$ cat config.mk
export PLATFORM = sky130hd
export DESIGN_NAME = axis_gap_policer
export DESIGN_NICKNAME = d
export VERILOG_FILES = /design/src/rtl/axis_gap_pkg.sv /design/src/rtl/sat_counter.sv /design/src/rtl/axis_gap_policer.sv
export SDC_FILE = /design/constraint.sdc
export NUM_CORES = 1
export LEC_CHECK = 0
export BUFFER_PORTS_ARGS = -buffer_cell sky130_fd_sc_hd__buf_4
export CAP_MARGIN = 5
export CORE_AREA = 5 5 74 76
export CTS_CLUSTER_DIAMETER = 40
export CTS_CLUSTER_SIZE = 12
export DETAILED_ROUTE_END_ITERATION = 10
export DIE_AREA = 0 0 79 81
export GPL_TIMING_DRIVEN = 0
export HOLD_SLACK_MARGIN = 0.15
export PLACE_DENSITY = 0.8
export REMOVE_ABC_BUFFERS = 1
export SETUP_SLACK_MARGIN = 0.2
export SLEW_MARGIN = 40
export SYNTH_ARGS = -nofsm -noshare
export SYNTH_HDL_FRONTEND = slang
export SYNTH_SLANG_ARGS = --single-unit
$ cat constraint.sdc
create_clock -name clk -period 2.7 [get_ports clk]
set_input_delay 0.135 -clock clk [delete_from_list [all_inputs] [get_ports clk]]
set_output_delay 0.135 -clock clk [all_outputs]
set_load 0.05 [all_outputs]
$ cat src/rtl/axis_gap_pkg.sv
// Shared types and constants for the AXI-Stream inter-packet gap policer.
package axis_gap_pkg;

  typedef enum logic [1:0] {
    ST_IDLE = 2'd0,
    ST_PASS = 2'd1,
    ST_DROP = 2'd2
  } state_e;

  localparam int SAT_INC       = 1;
  localparam int DEFAULT_GAP_W = 16;

endpackage

$ cat src/rtl/sat_counter.sv
// Saturating up-counter with synchronous clear; holds at all-ones once full.
module sat_counter
  import axis_gap_pkg::*;
#(
  parameter int WIDTH = DEFAULT_GAP_W
) (
  input  logic             clk,
  input  logic             sresetn,
  input  logic             clr,
  input  logic             en,
  output logic [WIDTH-1:0] count_o
);

  logic [WIDTH-1:0] count_d;
  logic [WIDTH-1:0] count_q;

  always_comb begin
    count_d = count_q;
    if (clr) begin
      count_d = '0;
    end else if (en && (count_q != '1)) begin
      count_d = count_q + WIDTH'(SAT_INC);
    end
  end

  always_ff @(posedge clk) begin
    if (!sresetn) begin
      count_q <= '0;
    end else begin
      count_q <= count_d;
    end
  end

  assign count_o = count_q;

endmodule

$ cat src/rtl/axis_gap_policer.sv
// Measures idle cycles between AXI-Stream packets and flags gaps shorter than MIN_GAP.
// Define AXIS_GAP_POLICER_DROP_EN to discard violating packets instead of only reporting them.
module axis_gap_policer
  import axis_gap_pkg::*;
#(
  parameter int AXIS_BYTES = 1,
  parameter int MIN_GAP    = 1,
  parameter int GAP_WIDTH  = DEFAULT_GAP_W
) (
  input  logic                    clk,
  input  logic                    sresetn,
  output logic                    axis_i_tready,
  input  logic                    axis_i_tvalid,
  input  logic                    axis_i_tlast,
  input  logic [AXIS_BYTES*8-1:0] axis_i_tdata,
  input  logic                    axis_o_tready,
  output logic                    axis_o_tvalid,
  output logic                    axis_o_tlast,
  output logic [AXIS_BYTES*8-1:0] axis_o_tdata,
  output logic [GAP_WIDTH-1:0]    gap_o,
  output logic                    gap_valid_o,
  output logic                    violation_o,
  output logic [GAP_WIDTH-1:0]    viol_count_o
);

  localparam logic [GAP_WIDTH-1:0] MinGapW = GAP_WIDTH'(MIN_GAP);

  state_e               state_d, state_q;
  logic                 seen_pkt_d, seen_pkt_q;
  logic [GAP_WIDTH-1:0] gap_d, gap_q;
  logic                 gap_valid_d, gap_valid_q;
  logic                 violation_d, violation_q;
  logic [GAP_WIDTH-1:0] gap_cnt;
  logic                 eval;
  logic                 viol;
  logic                 drop;
  logic                 acc_last;

  always_comb begin
    state_d       = state_q;
    axis_i_tready = 1'b0;
    axis_o_tvalid = 1'b0;
    drop          = 1'b0;
    // The first valid beat seen while idle closes the gap measurement.
    eval = (state_q == ST_IDLE) && axis_i_tvalid;
    viol = eval && seen_pkt_q && (gap_cnt < MinGapW);
`ifdef AXIS_GAP_POLICER_DROP_EN
    drop = (state_q == ST_DROP) || viol;
`endif
    if (sresetn) begin
      axis_o_tvalid = axis_i_tvalid && !drop;
      axis_i_tready = drop ? 1'b1 : axis_o_tready;
    end
    acc_last = axis_i_tvalid && axis_i_tready && axis_i_tlast;

    // A stalled first beat moves on to PASS so tvalid is never withdrawn.
    case (state_q)
      ST_IDLE: if (eval && !acc_last) state_d = drop ? ST_DROP : ST_PASS;
      ST_PASS,
      ST_DROP: if (acc_last) state_d = ST_IDLE;
      default: state_d = ST_IDLE;
    endcase

    seen_pkt_d  = seen_pkt_q || acc_last;
    gap_valid_d = eval && seen_pkt_q;
    violation_d = viol;
    gap_d       = (eval && seen_pkt_q) ? gap_cnt : gap_q;
  end

  always_ff @(posedge clk) begin
    if (!sresetn) begin
      state_q     <= ST_IDLE;
      seen_pkt_q  <= 1'b0;
      gap_q       <= '0;
      gap_valid_q <= 1'b0;
      violation_q <= 1'b0;
    end else begin
      state_q     <= state_d;
      seen_pkt_q  <= seen_pkt_d;
      gap_q       <= gap_d;
      gap_valid_q <= gap_valid_d;
      violation_q <= violation_d;
    end
  end

  sat_counter #(.WIDTH(GAP_WIDTH)) u_gap_cnt (
    .clk     (clk),
    .sresetn (sresetn),
    .clr     (acc_last),
    .en      ((state_q == ST_IDLE) && !axis_i_tvalid),
    .count_o (gap_cnt)
  );

  sat_counter #(.WIDTH(GAP_WIDTH)) u_viol_cnt (
    .clk     (clk),
    .sresetn (sresetn),
    .clr     (1'b0),
    .en      (viol),
    .count_o (viol_count_o)
  );

  assign axis_o_tdata = axis_i_tdata;
  assign axis_o_tlast = axis_i_tlast;
  assign gap_o        = gap_q;
  assign gap_valid_o  = gap_valid_q;
  assign violation_o  = violation_q;

endmodule

==> run metrics <==
minimum clock period 2.33 ns; Synth top area share 43.4%; total global routing track utilization 17.4%; synth top area cells dfxtp_1 (43%), nand2_1 (7.0%), a21oi_1 (5.4%); nets@finish 338; global-route wire length before repair 8870 µm; # port buffers 41; Clock Sink Count 52; First-pass DRT Iterations 4; Warnings, synthesis 0; Worst Max-Slew Pin Slew 0.756 ns; Synth Register Bits 52; Final Wtd Congestion 0.874; DRC viols 0; # resized after CTS 0; max_slew headroom 49.4%; CTS root buf clkbuf_8; Yosys cell types 38; total CTS buffers 5; Max Freq 0.430 GHz; Final Setup Violations 0; Seq/Total Area, Yosys 43.4%; final wirelength 5230 µm; slowest CP cell or3_4; area leader, netlist dfxtp_1; FILL cells 414; most frequent cell after synthesis dfxtp_1; CP cell instances dlygate4sd3_1 > buf_4 > nand3b_1 > or3_4 > nor3b_4 > nand3_1 > mux2i_1; Crit path max-delay family simple AND/OR/NAND/NOR gates; die area 0.00640 mm²; Post-synth EDFFs 0; dpl hpwl 3690 µm; Rows 25; CTS tree yes; Slew Viols, Final 0; mean area per synthesized cell 8.27 µm²; H-tree levels 2; antenna-violating nets left 0; ys async rst share 0%; crit path kind in -> reg; ys flop type dfxtp_1; Max Clock Skew 0.00437 ns; per-cell routed wire length 13.9 µm; clock tree buffer depth 2; Starting Density 51.4%; layout cell share with drive strength beyond 1 18.9%; outcome finished clean; synthesized instance count 290; endpoints failing hold 0; Max Cap Viol 0; chip width 79 µm; P&R area growth vs syn 16.8%; clock-pin slew on the worst setup and hold paths 0.09 ns; initial antenna violation count 0; Hold Path Class in -> out; Via density 5.54; via count 2087; Mapped Area 0.00240 mm²; CP arrival 2.53 ns; CP max stage delay 0.62 ns; Critical Path Source Type input pin; clock latency on the worst-skew pair 0.31 ns; setup TNS 0 ns; Placed Cells 365; maximum vdd drop 299 µV; total core area 0.00466 mm²; Leak 0.00102 µW; PwrDens 468 mW/mm²; GRT overflow 0; largest net degree at the start of global routing 32; synth cell count leaders dfxtp_1 (52), nand2_1 (45), a21oi_1 (26); CP endpoint kind flip-flop; required time of the critical path 2.91 ns; RSZ-0062 raised after global routing no; vias in the first global route 1950; Ports 58; Buf/Inv on CP 2; Die Span Y 81 µm; Initial DRC Count 73; Final period util 86.2%; CP max FO 18; fin cells 377; antenna diode count 0
## logic make-up after synthesis
kind of cell	count (synthesis)	synth area share, %
AO/OA/AOI/OAI	43	9.60
XOR/XNOR	17	6.21
adder cells (fa/ha/maj)	3	1.57
buffers and inverters	27	5.64
flip-flops	52	43.4
multiplexers	2	0.835
AND/OR/NAND/NOR	146	32.7
## registers in the layout, summed over array words and instances (netlist names)
| name | cells |
|---|---|
| gap_o | 16 |
| u_gap_cnt.count_o | 16 |
| u_viol_cnt.count_o | 16 |
| gap_valid_o | 1 |
| seen_pkt_q | 1 |
| state_q | 1 |
| violation_o | 1 |
## cell usage in the layout (no fill, tap or decap), types with 3 or more instances in the layout
cell / instances
clkbuf_8: 6
nand3_1: 13
nor2_1: 24
nand4_1: 12
o21ai_0: 11
inv_1: 5
xor2_1: 11
dlygate4sd3_1: 4
dfxtp_1: 52
nand2b_1: 3
ha_1: 3
nor4_1: 4
xnor2_1: 6
or2_2: 4
nor3_1: 10
buf_4: 41
and2_1: 4
a21oi_1: 26
or3_1: 7
and3_1: 3
nand2_1: 45
## worst paths after layout
path,start,endpoint,slack (ns),depth (start not counted)
max,axis_i_tvalid,u_viol_cnt.count_o[7],0.37,7
min,axis_i_tdata[0],axis_o_tdata[0],0.27,0
max reg2reg,state_q[0],u_viol_cnt.count_o[7],0.41,5
min reg2reg,gap_o[10],gap_o[10],0.46,2
## through the flow
step / hold WS [ns] / area [µm²] / power [µW] / setup WS, ns / utilization (%)
6_report: 0.270 / 2800 / 1310 / 0.373 / 60.1
5_1_grt: 0.270 / 2800 / 1370 / 0.205 / 60.1
4_1_cts: 0.151 / 2790 / 1320 / 0.343 / 59.9
2_1_floorplan: 0.270 / 2280 / 840 / 0.412 / -
3_3_place_gp: 0.271 / 2660 / 866 / 0.445 / 57.1
3_5_place_dp: 0.271 / 2670 / 868 / 0.400 / 57.3
## worst register-to-register path, cell delays in order, from the launching register on
cell	delay, ns
dfxtp_1	0.36
nand3b_1	0.61
or3_4	0.62
nor3b_4	0.33
nand3_1	0.14
mux2i_1	0.13
## final cells by class
cell class	instances	area (µm²)	share of cell area, %
Inverter	6	22.5	0.804
Clock buffer	8	90.1	3.22
Timing Repair Buffer	46	353	12.6
Multi-Input combinational cell	211	1230	43.8
Sequential cell	52	1040	37.2
Tap cell	54	67.6	2.41
## per-layer routing
| layer | vias to the layer above | part of all wire (%) | track usage [%] |
|---|---|---|---|
| li1 | 1060 | - | - |
| met1 | 974 | 42 | 19.5 |
| met2 | 44 | 51 | 30.7 |
| met3 | 9 | 5.2 | 5.65 |
| met4 | 0 | 1.6 | 6.70 |
| met5 | - | 0 | 0 |
## power breakdown
group	switching, µW	internal, µW
Clock	247	210
Combinational	49.8	26.6
Sequential	6.92	772
## timing repair
action	in CTS	in global routing
setup buffers	0	0
hold buffers	3	1
setup endpoints to repair	0	0
hold endpoints to repair	5	1
Note: power is estimated with default switching activity, not from simulation.
